$ cat config.mk
export PLATFORM = sky130hd
export DESIGN_NAME = mem_arbiter_flat
export DESIGN_NICKNAME = d
export VERILOG_FILES = /design/src/rtl/mem_arbiter_if.sv /design/src/rtl/mem_arbiter.sv /design/src/flat_wrapper.sv
export SDC_FILE = /design/constraint.sdc
export NUM_CORES = 1
export LEC_CHECK = 0
export ABC_CLOCK_PERIOD_IN_PS = 2600
export CELL_PAD_IN_SITES_DETAIL_PLACEMENT = 2
export CELL_PAD_IN_SITES_GLOBAL_PLACEMENT = 2
export CORE_AREA = 2 2 131 133
export DETAILED_ROUTE_END_ITERATION = 6
export DIE_AREA = 0 0 133 135
export DONT_BUFFER_PORTS = 1
export PLACE_DENSITY_LB_ADDON = 0.1
export SLEW_MARGIN = 20
export SYNTH_ARGS = -nofsm -noshare
export SYNTH_HDL_FRONTEND = slang
export SYNTH_SLANG_ARGS = --single-unit
$ cat constraint.sdc
create_clock -name clk -period 2.6 [get_ports clk]
set_input_delay 0.52 -clock clk [delete_from_list [all_inputs] [get_ports clk]]
set_output_delay 0.52 -clock clk [all_outputs]
set_load 0.02 [all_outputs]
$ cat src/rtl/mem_arbiter_if.sv
// Cache request/response channels and main-memory port seen by mem_arbiter.
// master: the arbiter's view; slave: the caches and memory surrounding it.
interface mem_arbiter_if #(
  parameter int ADDR_WIDTH       = 17,
  parameter int LEN              = 32,
  parameter int ENTRY_INDEX_SIZE = 3
);
  // Handshake: a cache request is a level held (with addr/data) until its status
  // reads 10 (done) or 11 (error); it drops or changes only in the following cycle.
  logic [1:0]                  i_cache_mem_vis_signal;
  logic [ADDR_WIDTH-1:0]       i_cache_mem_vis_addr;
  logic [1:0]                  d_cache_mem_vis_signal;
  logic [ADDR_WIDTH-1:0]       d_cache_mem_vis_addr;
  logic [LEN-1:0]              d_cache_written_data;
  logic [2:0]                  d_cache_data_type;
  logic [ENTRY_INDEX_SIZE:0]   d_cache_write_length;
  logic [LEN-1:0]              mem_data;
  logic [1:0]                  mem_status;
  logic [1:0]                  mem_vis_signal;
  logic [ADDR_WIDTH-1:0]       mem_vis_addr;
  logic [LEN-1:0]              mem_written_data;
  logic [2:0]                  mem_data_type;
  logic [ENTRY_INDEX_SIZE:0]   mem_write_length;
  logic [LEN-1:0]              i_cache_mem_data;
  logic [1:0]                  i_cache_mem_status;
  logic [LEN-1:0]              d_cache_mem_data;
  logic [1:0]                  d_cache_mem_status;

  modport master (
    input  i_cache_mem_vis_signal, i_cache_mem_vis_addr,
    input  d_cache_mem_vis_signal, d_cache_mem_vis_addr, d_cache_written_data,
    input  d_cache_data_type, d_cache_write_length, mem_data, mem_status,
    output mem_vis_signal, mem_vis_addr, mem_written_data, mem_data_type,
    output mem_write_length, i_cache_mem_data, i_cache_mem_status,
    output d_cache_mem_data, d_cache_mem_status
  );

  modport slave (
    output i_cache_mem_vis_signal, i_cache_mem_vis_addr,
    output d_cache_mem_vis_signal, d_cache_mem_vis_addr, d_cache_written_data,
    output d_cache_data_type, d_cache_write_length, mem_data, mem_status,
    input  mem_vis_signal, mem_vis_addr, mem_written_data, mem_data_type,
    input  mem_write_length, i_cache_mem_data, i_cache_mem_status,
    input  d_cache_mem_data, d_cache_mem_status
  );
endinterface

$ cat src/rtl/mem_arbiter.sv
// Round-robin arbiter granting the single main-memory port to the I-cache or D-cache.
// Optional ARB_WATCHDOG_EN: abort a BUSY access with status 11 after TIMEOUT_CYCLES.
module mem_arbiter #(
  parameter int ADDR_WIDTH       = 17,
  parameter int LEN              = 32,
  parameter int ENTRY_INDEX_SIZE = 3,
  parameter int TIMEOUT_CYCLES   = 64
) (
  input  logic          clk,
  input  logic          rst,
  mem_arbiter_if.master bus,
  output logic [1:0]    state_o
);
  localparam int WL = ENTRY_INDEX_SIZE + 1;
  localparam logic [1:0] ST_IDLE = 2'b00, ST_BUSY = 2'b01, ST_DONE = 2'b10, ST_ERR = 2'b11;

  typedef enum logic [1:0] {IDLE = 2'd0, BUSY = 2'd1, RESP = 2'd2} state_e;

  state_e                state_q, state_d;
  logic                  rr_q, rr_d;        // 0: I-cache wins the next tie
  logic                  gnt_q, gnt_d;      // granted side, 1: D-cache
  logic                  first_q, first_d;
  logic [1:0]            mem_sig_q, mem_sig_d;
  logic [ADDR_WIDTH-1:0] mem_addr_q, mem_addr_d;
  logic [LEN-1:0]        mem_wdata_q, mem_wdata_d;
  logic [2:0]            mem_type_q, mem_type_d;
  logic [WL-1:0]         mem_len_q, mem_len_d;
  logic [LEN-1:0]        i_data_q, i_data_d, d_data_q, d_data_d;
  logic [1:0]            i_st_q, i_st_d, d_st_q, d_st_d;
  logic                  i_req, d_req, mem_done, timeout;

  assign i_req    = (bus.i_cache_mem_vis_signal == 2'b01);
  assign d_req    = (bus.d_cache_mem_vis_signal == 2'b01) || (bus.d_cache_mem_vis_signal == 2'b10);
  // A done still showing from the previous access must not complete the new one.
  assign mem_done = !first_q && (bus.mem_status == 2'b10);

`ifdef ARB_WATCHDOG_EN
  localparam int CW = $clog2(TIMEOUT_CYCLES + 1);
  logic [CW-1:0] cnt_q, cnt_d;
  assign timeout = (cnt_q == CW'(TIMEOUT_CYCLES - 1));
`else
  assign timeout = 1'b0;
`endif

  always_comb begin
    state_d     = state_q;
    rr_d        = rr_q;
    gnt_d       = gnt_q;
    first_d     = 1'b0;
    mem_sig_d   = mem_sig_q;
    mem_addr_d  = mem_addr_q;
    mem_wdata_d = mem_wdata_q;
    mem_type_d  = mem_type_q;
    mem_len_d   = mem_len_q;
    i_data_d    = i_data_q;
    d_data_d    = d_data_q;
    i_st_d      = i_req ? ST_BUSY : ST_IDLE;
    d_st_d      = d_req ? ST_BUSY : ST_IDLE;
`ifdef ARB_WATCHDOG_EN
    cnt_d       = cnt_q;
`endif
    unique case (state_q)
      IDLE: begin
        if (i_req || d_req) begin
          gnt_d   = d_req && (!i_req || rr_q);
          state_d = BUSY;
          first_d = 1'b1;
          if (i_req && d_req) rr_d = ~rr_q;
`ifdef ARB_WATCHDOG_EN
          cnt_d = '0;
`endif
          if (gnt_d) begin
            mem_sig_d   = bus.d_cache_mem_vis_signal;
            mem_addr_d  = bus.d_cache_mem_vis_addr;
            mem_wdata_d = bus.d_cache_written_data;
            mem_type_d  = bus.d_cache_data_type;
            mem_len_d   = bus.d_cache_write_length;
          end else begin
            // I-cache refills carry no payload; the write fields are zeroed.
            mem_sig_d   = 2'b01;
            mem_addr_d  = bus.i_cache_mem_vis_addr;
            mem_wdata_d = '0;
            mem_type_d  = '0;
            mem_len_d   = '0;
          end
        end
      end
      BUSY: begin
        if (gnt_q) d_st_d = ST_BUSY; else i_st_d = ST_BUSY;
        if (mem_done) begin
          mem_sig_d = 2'b00;
          state_d   = RESP;
          if (gnt_q) begin
            d_data_d = bus.mem_data;
            d_st_d   = ST_DONE;
          end else begin
            i_data_d = bus.mem_data;
            i_st_d   = ST_DONE;
          end
        end else if (timeout) begin
          mem_sig_d = 2'b00;
          state_d   = RESP;
          if (gnt_q) d_st_d = ST_ERR; else i_st_d = ST_ERR;
        end else begin
`ifdef ARB_WATCHDOG_EN
          cnt_d = cnt_q + 1'b1;
`endif
        end
      end
      RESP: begin
        state_d = IDLE;
        if (gnt_q) d_st_d = ST_IDLE; else i_st_d = ST_IDLE;
      end
      default: state_d = IDLE;
    endcase
  end

  always_ff @(posedge clk) begin
    if (rst) begin
      state_q     <= IDLE;
      rr_q        <= 1'b0;
      gnt_q       <= 1'b0;
      first_q     <= 1'b0;
      mem_sig_q   <= '0;
      mem_addr_q  <= '0;
      mem_wdata_q <= '0;
      mem_type_q  <= '0;
      mem_len_q   <= '0;
      i_data_q    <= '0;
      d_data_q    <= '0;
      i_st_q      <= '0;
      d_st_q      <= '0;
`ifdef ARB_WATCHDOG_EN
      cnt_q       <= '0;
`endif
    end else begin
      state_q     <= state_d;
      rr_q        <= rr_d;
      gnt_q       <= gnt_d;
      first_q     <= first_d;
      mem_sig_q   <= mem_sig_d;
      mem_addr_q  <= mem_addr_d;
      mem_wdata_q <= mem_wdata_d;
      mem_type_q  <= mem_type_d;
      mem_len_q   <= mem_len_d;
      i_data_q    <= i_data_d;
      d_data_q    <= d_data_d;
      i_st_q      <= i_st_d;
      d_st_q      <= d_st_d;
`ifdef ARB_WATCHDOG_EN
      cnt_q       <= cnt_d;
`endif
    end
  end

  assign bus.mem_vis_signal     = mem_sig_q;
  assign bus.mem_vis_addr       = mem_addr_q;
  assign bus.mem_written_data   = mem_wdata_q;
  assign bus.mem_data_type      = mem_type_q;
  assign bus.mem_write_length   = mem_len_q;
  assign bus.i_cache_mem_data   = i_data_q;
  assign bus.i_cache_mem_status = i_st_q;
  assign bus.d_cache_mem_data   = d_data_q;
  assign bus.d_cache_mem_status = d_st_q;
  assign state_o                = state_q;
endmodule

$ cat src/flat_wrapper.sv
// flat-port wrapper written by rule: the top's interface ports become plain ports
module mem_arbiter_flat 
#(
  parameter int ADDR_WIDTH       = 17,
  parameter int LEN              = 32,
  parameter int ENTRY_INDEX_SIZE = 3,
  parameter int TIMEOUT_CYCLES   = 64
)
  (clk, rst, state_o, bus_i_cache_mem_vis_signal, bus_i_cache_mem_vis_addr, bus_d_cache_mem_vis_signal, bus_d_cache_mem_vis_addr, bus_d_cache_written_data, bus_d_cache_data_type, bus_d_cache_write_length, bus_mem_data, bus_mem_status, bus_mem_vis_signal, bus_mem_vis_addr, bus_mem_written_data, bus_mem_data_type, bus_mem_write_length, bus_i_cache_mem_data, bus_i_cache_mem_status, bus_d_cache_mem_data, bus_d_cache_mem_status);
  mem_arbiter_if #(.ADDR_WIDTH(ADDR_WIDTH), .LEN(LEN), .ENTRY_INDEX_SIZE(ENTRY_INDEX_SIZE)) bus_i ();
  input  logic clk;
  input  logic rst;
  output logic [1:0] state_o;
  input wire logic [$bits(bus_i.i_cache_mem_vis_signal)-1:0] bus_i_cache_mem_vis_signal;
  input wire logic [$bits(bus_i.i_cache_mem_vis_addr)-1:0] bus_i_cache_mem_vis_addr;
  input wire logic [$bits(bus_i.d_cache_mem_vis_signal)-1:0] bus_d_cache_mem_vis_signal;
  input wire logic [$bits(bus_i.d_cache_mem_vis_addr)-1:0] bus_d_cache_mem_vis_addr;
  input wire logic [$bits(bus_i.d_cache_written_data)-1:0] bus_d_cache_written_data;
  input wire logic [$bits(bus_i.d_cache_data_type)-1:0] bus_d_cache_data_type;
  input wire logic [$bits(bus_i.d_cache_write_length)-1:0] bus_d_cache_write_length;
  input wire logic [$bits(bus_i.mem_data)-1:0] bus_mem_data;
  input wire logic [$bits(bus_i.mem_status)-1:0] bus_mem_status;
  output wire logic [$bits(bus_i.mem_vis_signal)-1:0] bus_mem_vis_signal;
  output wire logic [$bits(bus_i.mem_vis_addr)-1:0] bus_mem_vis_addr;
  output wire logic [$bits(bus_i.mem_written_data)-1:0] bus_mem_written_data;
  output wire logic [$bits(bus_i.mem_data_type)-1:0] bus_mem_data_type;
  output wire logic [$bits(bus_i.mem_write_length)-1:0] bus_mem_write_length;
  output wire logic [$bits(bus_i.i_cache_mem_data)-1:0] bus_i_cache_mem_data;
  output wire logic [$bits(bus_i.i_cache_mem_status)-1:0] bus_i_cache_mem_status;
  output wire logic [$bits(bus_i.d_cache_mem_data)-1:0] bus_d_cache_mem_data;
  output wire logic [$bits(bus_i.d_cache_mem_status)-1:0] bus_d_cache_mem_status;
  assign bus_i.i_cache_mem_vis_signal = bus_i_cache_mem_vis_signal;
  assign bus_i.i_cache_mem_vis_addr = bus_i_cache_mem_vis_addr;
  assign bus_i.d_cache_mem_vis_signal = bus_d_cache_mem_vis_signal;
  assign bus_i.d_cache_mem_vis_addr = bus_d_cache_mem_vis_addr;
  assign bus_i.d_cache_written_data = bus_d_cache_written_data;
  assign bus_i.d_cache_data_type = bus_d_cache_data_type;
  assign bus_i.d_cache_write_length = bus_d_cache_write_length;
  assign bus_i.mem_data = bus_mem_data;
  assign bus_i.mem_status = bus_mem_status;
  assign bus_mem_vis_signal = bus_i.mem_vis_signal;
  assign bus_mem_vis_addr = bus_i.mem_vis_addr;
  assign bus_mem_written_data = bus_i.mem_written_data;
  assign bus_mem_data_type = bus_i.mem_data_type;
  assign bus_mem_write_length = bus_i.mem_write_length;
  assign bus_i_cache_mem_data = bus_i.i_cache_mem_data;
  assign bus_i_cache_mem_status = bus_i.i_cache_mem_status;
  assign bus_d_cache_mem_data = bus_i.d_cache_mem_data;
  assign bus_d_cache_mem_status = bus_i.d_cache_mem_status;
  mem_arbiter #(.ADDR_WIDTH(ADDR_WIDTH), .LEN(LEN), .ENTRY_INDEX_SIZE(ENTRY_INDEX_SIZE), .TIMEOUT_CYCLES(TIMEOUT_CYCLES)) u_core (.clk(clk), .rst(rst), .bus(bus_i), .state_o(state_o));
endmodule
Yosys cells after proc, flatten, opt, wreduce, memory -nomap -nowiden. Cells that the tools add are included.

Equal/unequal tests: 8. Muxes and demuxes: 24. Reduce and logical (&&, ||, !) cells: 17. Bitwise gates (word level): 3.

Operator list (number): 2-to-1 mux 32 bit (1); 2-to-1 mux 2 bit (13); 2-to-1 mux 17 bit (1); case mux 2 bit (2 select lines) (4); AND reduction 3 bit (4); equality test 2 x 1 -> 1 bit, second input constant (3); equality test 2 bit, second input constant (3); 2-to-1 mux 4 bit (1); inequality test 2 x 1 -> 1 bit, second input constant (2); AND reduction 2 bit (2); logical AND 1 bit (3); logical OR 1 bit (3); 2-to-1 mux 1 bit (3); 2-to-1 mux 3 bit (1); inverter 1 bit (3); logical NOT 1 bit (2); logical NOT 2 bit (1); nonzero test 2 bit (1); OR reduction 2 bit (1).

Flip-flop bits (word level): 131. Logic and storage cells: 65. Output and inout port bits: 128.

Longest topological paths before layout. Gate-level depths: netlist (run 1).

Depth in word-level cells: 7. Mapped depth: 8.

Worst setup path before layout (run 1). Ideal clock, no wire load.

Path kind: flip-flop to flip-flop. From: reg u_core.state_q[1] (netlist: u_core.state_o[1]). To: reg u_core.i_data_q[10] (netlist: u_core.bus.i_cache_mem_data[10]). Stages on the path, launching flop included: 9. Data arrival time: 1.729 ns. Period minus slack after synthesis: 1.799 ns. Library setup time: 0.071 ns. Path buffers: 2. Setup slack: 0.801 ns. Required time: 2.529 ns. Cell sequence: dfxtp_1 inv_1 ha_1 and4bb_2 nand2b_1 buf_2 clkbuf_1 nand2_1 a21oi_1.

Word-level cells in the longest chain between the ends: 2.

Ends and longest elaborated chain: start: declaration (RTL line mem_arbiter.sv:19) `state_e state_q, state_d;`; start signal: assignment (RTL line mem_arbiter.sv:137) `state_q <= state_d;`; equality test 2 x 1 -> 1 bit; AND reduction 3 bit (no source line); end signal: assignment (RTL line mem_arbiter.sv:146) `i_data_q <= i_data_d;`; end: declaration (RTL line mem_arbiter.sv:28) `logic [LEN-1:0] i_data_q, i_data_d, d_data_q, d_data_d;`.

No other way between the ends. A chain may end at the register's enable or synchronous reset.

Worst setup path in the final report (run 1).
From: reg u_core.state_q[1] (netlist: u_core.state_o[1]). To: reg u_core.i_data_q[8] (netlist: u_core.bus.i_cache_mem_data[8]).

Same word-level chain as after synthesis.

==> impl_metrics.ini, run 1 <==
[status]
outcome = completed

[floorplanning]
rows = 47
fp.dieArea_mm2 = 0.0180
ios = 241
die_h_um = 135
design.core.area_mm2 = 0.0164
die_w_um = 133
initial_core_util = 0.296

[synthesis]
ys_seq_elements = 131
syn_inst = 572
synth_nets = 688
yosysSeqAreaShare = 0.539
synth.distinct_cells = 33
synth_area_per_cell_um2 = 8.50
synth_area_mm2 = 0.00486
ys_warn_count = 0

[critical_path]
crit_family = flip-flops
worstPathRequired_ps = 2940
worstPathCellList = inv_1, ha_1, and4bb_2, nand2b_1, buf_4, nand2_1, a21oi_1
critPathKind = register to register
slowest_delay_ps = 540
slowest_stage = dfxtp_1
critPathCaptureType = register
critical_path_buf_inv_count = 2
worstSetupStartpointType = register
cp.arrival_ps = 2410
cp_max_fo = 32

[placement]
dp.final_hpwl_mm = 10.4
globalplace.congestion = 0.746
dp_cells = 756
port-buffer-count = 0

[clock_network]
htree_levels = 4
cts-resized-gates = 0
clkLatencyLatePin_ps = 420
cts_setup_buffers = 0
cts_made_buffers = 17
hold_buffers = 0
path_clk_slew_ps = 60
cts_tree = built
clock-root-buffer = clkbuf_16
cts.sinks = 131
clockBufferDepth = 2

[layout]
insertedDiodeCount = 0
fillers = 1799
fin_cells = 787
area_growth_pct = 15.3
layout.area.seq_mm2 = 0.00262
fin_nets = 671
final_common_cell = nand2_1
multi_input_area_mm2 = 0.00203
final_cell_mix = 149 x nand2_1, 131 x dfxtp_1, 78 x a21oi_1
drive_above_1_share = 0.113

[pwr]
power_density_mw_per_mm2 = 1020
finalPower_mw = 5.73
irDropWorstVdd_v = 0.000443
p_leak_nw = 1.94

[global_route]
grt_max_degree = 131
grt-ovfl-total = 0
first_global_vias = 4393
grt.total_usage = 0.171
antenna_found_initial = 0
grt_pass1_wl_mm = 23.9

[drt]
wl_per_cell_um = 19.4
drt_iter0_drc = 148
wirelength_mm = 15.3
ant_nets = 0
dr.pass1.iters = 4
viasPerCell = 5.05
vias = 3974
drc = 0

[worst_hold_path]
hold_class = primary input to register

[timing]
worst_slew_pin_slew_ps = 596
max_freq_mhz = 483
clock_skew_ps = 9.58
fin_crit_ps = 2070
post-route-period-util = 0.796
finalSetupViolCount = 0
rsz0062_at_grt = no
finalHoldViolCount = 0
slew_headroom = 0.602
finalSetupTns_ps = 0
slew_viol_final = 0

[run]
maxCapViolCount = 0
cell usage after synthesis:
cell | n | area, um^2
a21oi_2 | 10 | 87.6
a211oi_1 | 7 | 52.6
and4bb_2 | 1 | 12.5
a21boi_2 | 1 | 11.3
or3b_1 | 1 | 8.76
nand2_1 | 149 | 559
inv_1 | 4 | 15.0
nor2b_1 | 4 | 25.0
and3_1 | 1 | 6.26
buf_2 | 18 | 90.1
a211oi_2 | 10 | 125
a2bb2oi_1 | 1 | 8.76
ha_1 | 3 | 37.5
and2_1 | 2 | 12.5
o31a_1 | 1 | 8.76
o32ai_1 | 1 | 8.76
o21ai_1 | 1 | 5.00
clkbuf_1 | 23 | 86.3
a22oi_1 | 39 | 293
o21ai_0 | 3 | 15.0
xor2_2 | 1 | 16.3
dfxtp_1 | 131 | 2620
nand2b_1 | 3 | 18.8
xor2_1 | 1 | 8.76
nor2_1 | 66 | 248
nor3_1 | 3 | 15.0
buf_8 | 1 | 15.0
nand3_1 | 2 | 10.0
a21oi_1 | 78 | 390
buf_4 | 2 | 15.0
xnor2_1 | 1 | 8.76
a32o_1 | 2 | 20.0
o31ai_1 | 1 | 7.51
report_power, final:
group	leakage (nW)	switching, mW	internal [mW]
clock	0.284	0.953	1.45
combinational	0.586	0.479	0.295
sequential	1.07	0.360	2.19
through the flow:
stage	worst slack (ps)	cell area [um^2]	util	hold WS, ps
after floorplan	801	4860	-	473
after global placement	614	5020	0.306	486
after detailed placement	530	5020	0.306	516
after CTS	515	5610	0.342	154
after global routing	316	5610	0.342	142
final	531	5610	0.342	169
cell families (layout without fill, tap and decap cells):
kind of cell / after synthesis / in the layout / share of synthesized area
adders and majority gates: 3 / 3 / 0.00772
and+or+nand+nor: 232 / 232 / 0.188
xor gates and xnor gates: 3 / 3 / 0.00695
AOI/OAI and AO/OA: 155 / 155 / 0.212
DFF: 131 / 131 / 0.539
buffers and inverters: 48 / 43 / 0.0455
state kept, by name, indices dropped and copies added (netlist names), 2 cells and up:
name	flops
u_core.state_o	2
u_core.bus.mem_vis_addr	17
u_core.bus.mem_vis_signal	2
u_core.bus.mem_write_length	4
u_core.bus.mem_data_type	3
u_core.bus.i_cache_mem_data	32
u_core.bus.d_cache_mem_data	32
u_core.bus.mem_written_data	32
u_core.bus.i_cache_mem_status	2
u_core.bus.d_cache_mem_status	2
worst reg2reg max path: stages (launching register included):
cell and delay [ps]:
dfxtp_1 540, inv_1 120, ha_1 290, and4bb_2 300
nand2b_1 90, buf_4 350, nand2_1 120, a21oi_1 180
metal layers:
metal	vias up	track usage	part of all wire
li1	1884	-	-
met1	1918	0.178	0.38
met2	160	0.292	0.49
met3	12	0.0923	0.12
met4	0	0.0609	0.012
met5	-	0	0
final cells by class:
| class | instances | area share |
|---|---|---|
| inverters | 4 | 0.00268 |
| well taps | 220 | 0.0491 |
| multi-input cells | 393 | 0.363 |
| flip-flops and latches | 131 | 0.468 |
| clock inverters | 13 | 0.0268 |
| clock buffers | 18 | 0.0783 |
| repair buffers | 8 | 0.0129 |
worst paths after layout:
path                                   startpoint                        endpoint  slack, ps  cells after the start
worst max-delay path            u_core.state_o[1]  u_core.bus.i_cache_mem_data[8]        530                      7
worst min register to register        u_core.rr_q                     u_core.rr_q        530                      2
worst min-delay path                          rst      u_core.bus.mem_vis_addr[6]        170                      1
worst max register to register  u_core.state_o[1]  u_core.bus.i_cache_mem_data[8]        530                      7
(Power assumes the default switching activity.)
==> run 2: changes to the inputs <==
--- a/config.mk
+++ b/config.mk
@@ -5,7 +5,7 @@
 export SDC_FILE = /design/constraint.sdc
 export NUM_CORES = 1
 export LEC_CHECK = 0
-export ABC_CLOCK_PERIOD_IN_PS = 2600
+export ABC_CLOCK_PERIOD_IN_PS = 2100
 export CELL_PAD_IN_SITES_DETAIL_PLACEMENT = 2
 export CELL_PAD_IN_SITES_GLOBAL_PLACEMENT = 2
 export CORE_AREA = 2 2 131 133
==> constraint.sdc (replaced) <==
create_clock -name clk -period 2.1 [get_ports clk]
set_input_delay 0.42 -clock clk [delete_from_list [all_inputs] [get_ports clk]]
set_output_delay 0.42 -clock clk [all_outputs]
set_load 0.02 [all_outputs]
==> run 2 against run 1 <==
  * Final cell count is 0.51% higher
  * Combinational power is 32% higher
  * Clock power grew 28%
  * Global-route usage up 0.37 points
  * Highest routed layer unchanged
  * Critical path type unchanged
  * Sequential share of layout area down 0.80 points
  * Cell area grew 1.7%
  * Worst hold slack worse by 100 ps
  * Critical endpoint is now u_core.bus.mem_vis_addr[3]
  * Critical path depth shrank 3
==> impl_metrics.ini, run 2 (synthesized netlist as in run 1, its figures left out) <==
[status]
outcome = completed

[clock_network]
path_clk_slew_ps = 60
clkLatencyLatePin_ps = 420
cts_setup_buffers = 0
clock-root-buffer = clkbuf_16
cts_tree = built
cts.sinks = 131
cts-resized-gates = 0
htree_levels = 4
clockBufferDepth = 2
cts_made_buffers = 17
hold_buffers = 0

[timing]
post-route-period-util = 0.902
slew_headroom = 0.348
finalHoldWorstSlack_ps = 65.1
fin_crit_ps = 1890
slew_viol_final = 0
rsz0062_at_grt = no
finalHoldViolCount = 0
finalSetupTns_ps = 0
max_freq_mhz = 528
setup_slack_ps = 207
finalSetupViolCount = 0
clock_skew_ps = 10.1
worst_slew_pin_slew_ps = 978

[global_route]
met2_usage = 0.292
grt-ovfl-total = 0
first_global_vias = 4444
grt_max_degree = 131
use_met3 = 0.0788
grt_pass1_wl_mm = 24.5
grt_most_used_layer = met2
grt.total_usage = 0.174
antenna_found_initial = 0
grtUsageMet1 = 0.197

[layout]
fin_cells = 791
area_growth_pct = 17.3
insertedDiodeCount = 0
drive_above_1_share = 0.119
fin_nets = 674
final_cell_mix = 149 x nand2_1, 131 x dfxtp_1, 78 x a21oi_1
final_common_cell = nand2_1
fillers = 1801

[drt]
wirelength_mm = 15.7
wl_per_cell_um = 19.8
vias = 4089
viasPerCell = 5.17
drt_iter0_drc = 174
ant_nets = 0
dr.pass1.iters = 4
drc = 0

[critical_path]
worstPathRequired_ps = 2420
critPathKind = register to register
r2r_setup_slack_ps = 210
cp_max_fo = 17
timing.rr.end = u_core.bus.mem_vis_addr[3]
worstSetupStartpointType = register
cp.arrival_ps = 2220
r2r_cells = 4
critPathCaptureType = register
r2r-start = u_core.rr_q

[pwr]
finalPower_mw = 7.25
power_density_mw_per_mm2 = 1270
p_leak_nw = 1.98
irDropWorstVdd_v = 0.000545

[placement]
dp_cells = 759
port-buffer-count = 0
globalplace.congestion = 0.730
dp.final_hpwl_mm = 10.7
dp_slack_ps = -128

[floorplanning]
rows = 47
initial_core_util = 0.296
design.core.area_mm2 = 0.0164
die_h_um = 135
die_w_um = 133
fp.dieArea_mm2 = 0.0180
ios = 241

[worst_hold_path]
min_from = rst
hold_class = primary input to register
min_to = u_core.bus.mem_vis_addr[11]
worst_hold_path.num_cells = 1

[run]
maxCapViolCount = 0
## run 2: cell types whose count changed in the layout (fill, tap and decap cells not counted), sizes merged
cell	previous run	this run
buf	8	11
bufinv	2	3
clkinv	5	4
clkinvlp	2	3
## run 2: metal layers
layer,up-vias,routed length [um]
met4,0,232
met5,-,0
met2,154,7720
li1,1890,-
met1,2028,6190
met3,17,1520
## run 2: report_power, final
| group | internal (mW) | switching (mW) | total, mW | leakage [nW] |
|---|---|---|---|---|
| Sequential | 2.72 | 0.430 | 3.15 | 1.07 |
| Clock | 1.91 | 1.16 | 3.08 | 0.294 |
| Combinational | 0.393 | 0.631 | 1.02 | 0.619 |
| Total | 5.02 | 2.23 | 7.25 | 1.98 |
## run 2: worst max-delay path by stage
stage,from,to,slack (ps),cells after the start
floorplan,u_core.state_o[1],u_core.bus.i_cache_mem_data[10],300,8
global placement,bus_d_cache_mem_vis_signal[0],u_core.bus.mem_vis_addr[5],-30,4
detailed placement,bus_d_cache_mem_vis_signal[0],u_core.bus.mem_vis_addr[3],-130,4
CTS,u_core.rr_q,u_core.bus.mem_vis_addr[3],180,4
global route,u_core.rr_q,u_core.bus.mem_vis_addr[3],20,4
finish,u_core.rr_q,u_core.bus.mem_vis_addr[3],210,4
## run 2: critical path, cell delays in order (launching register included)
cell	delay, ps
dfxtp_1	330
or3b_1	220
and2_1	810
a21oi_1	170
a211oi_1	270
## run 2: metrics by stage
stage / util / instance area, um^2
after detailed placement: 0.310 / 5090
after floorplan: - / 4860
after CTS: 0.348 / 5710
after global placement: 0.310 / 5090
after global routing: 0.348 / 5710
final: 0.348 / 5710
## run 2: layout make-up
| class | count | area, um^2 | share of cell area |
|---|---|---|---|
| repair buffers | 11 | 145 | 0.0254 |
| well taps | 220 | 275 | 0.0482 |
| inverters | 4 | 15.0 | 0.00263 |
| clock buffers | 18 | 439 | 0.0770 |
| flip-flops and latches | 131 | 2620 | 0.460 |
| multi-input cells | 393 | 2030 | 0.357 |
| clock inverters | 14 | 175 | 0.0307 |
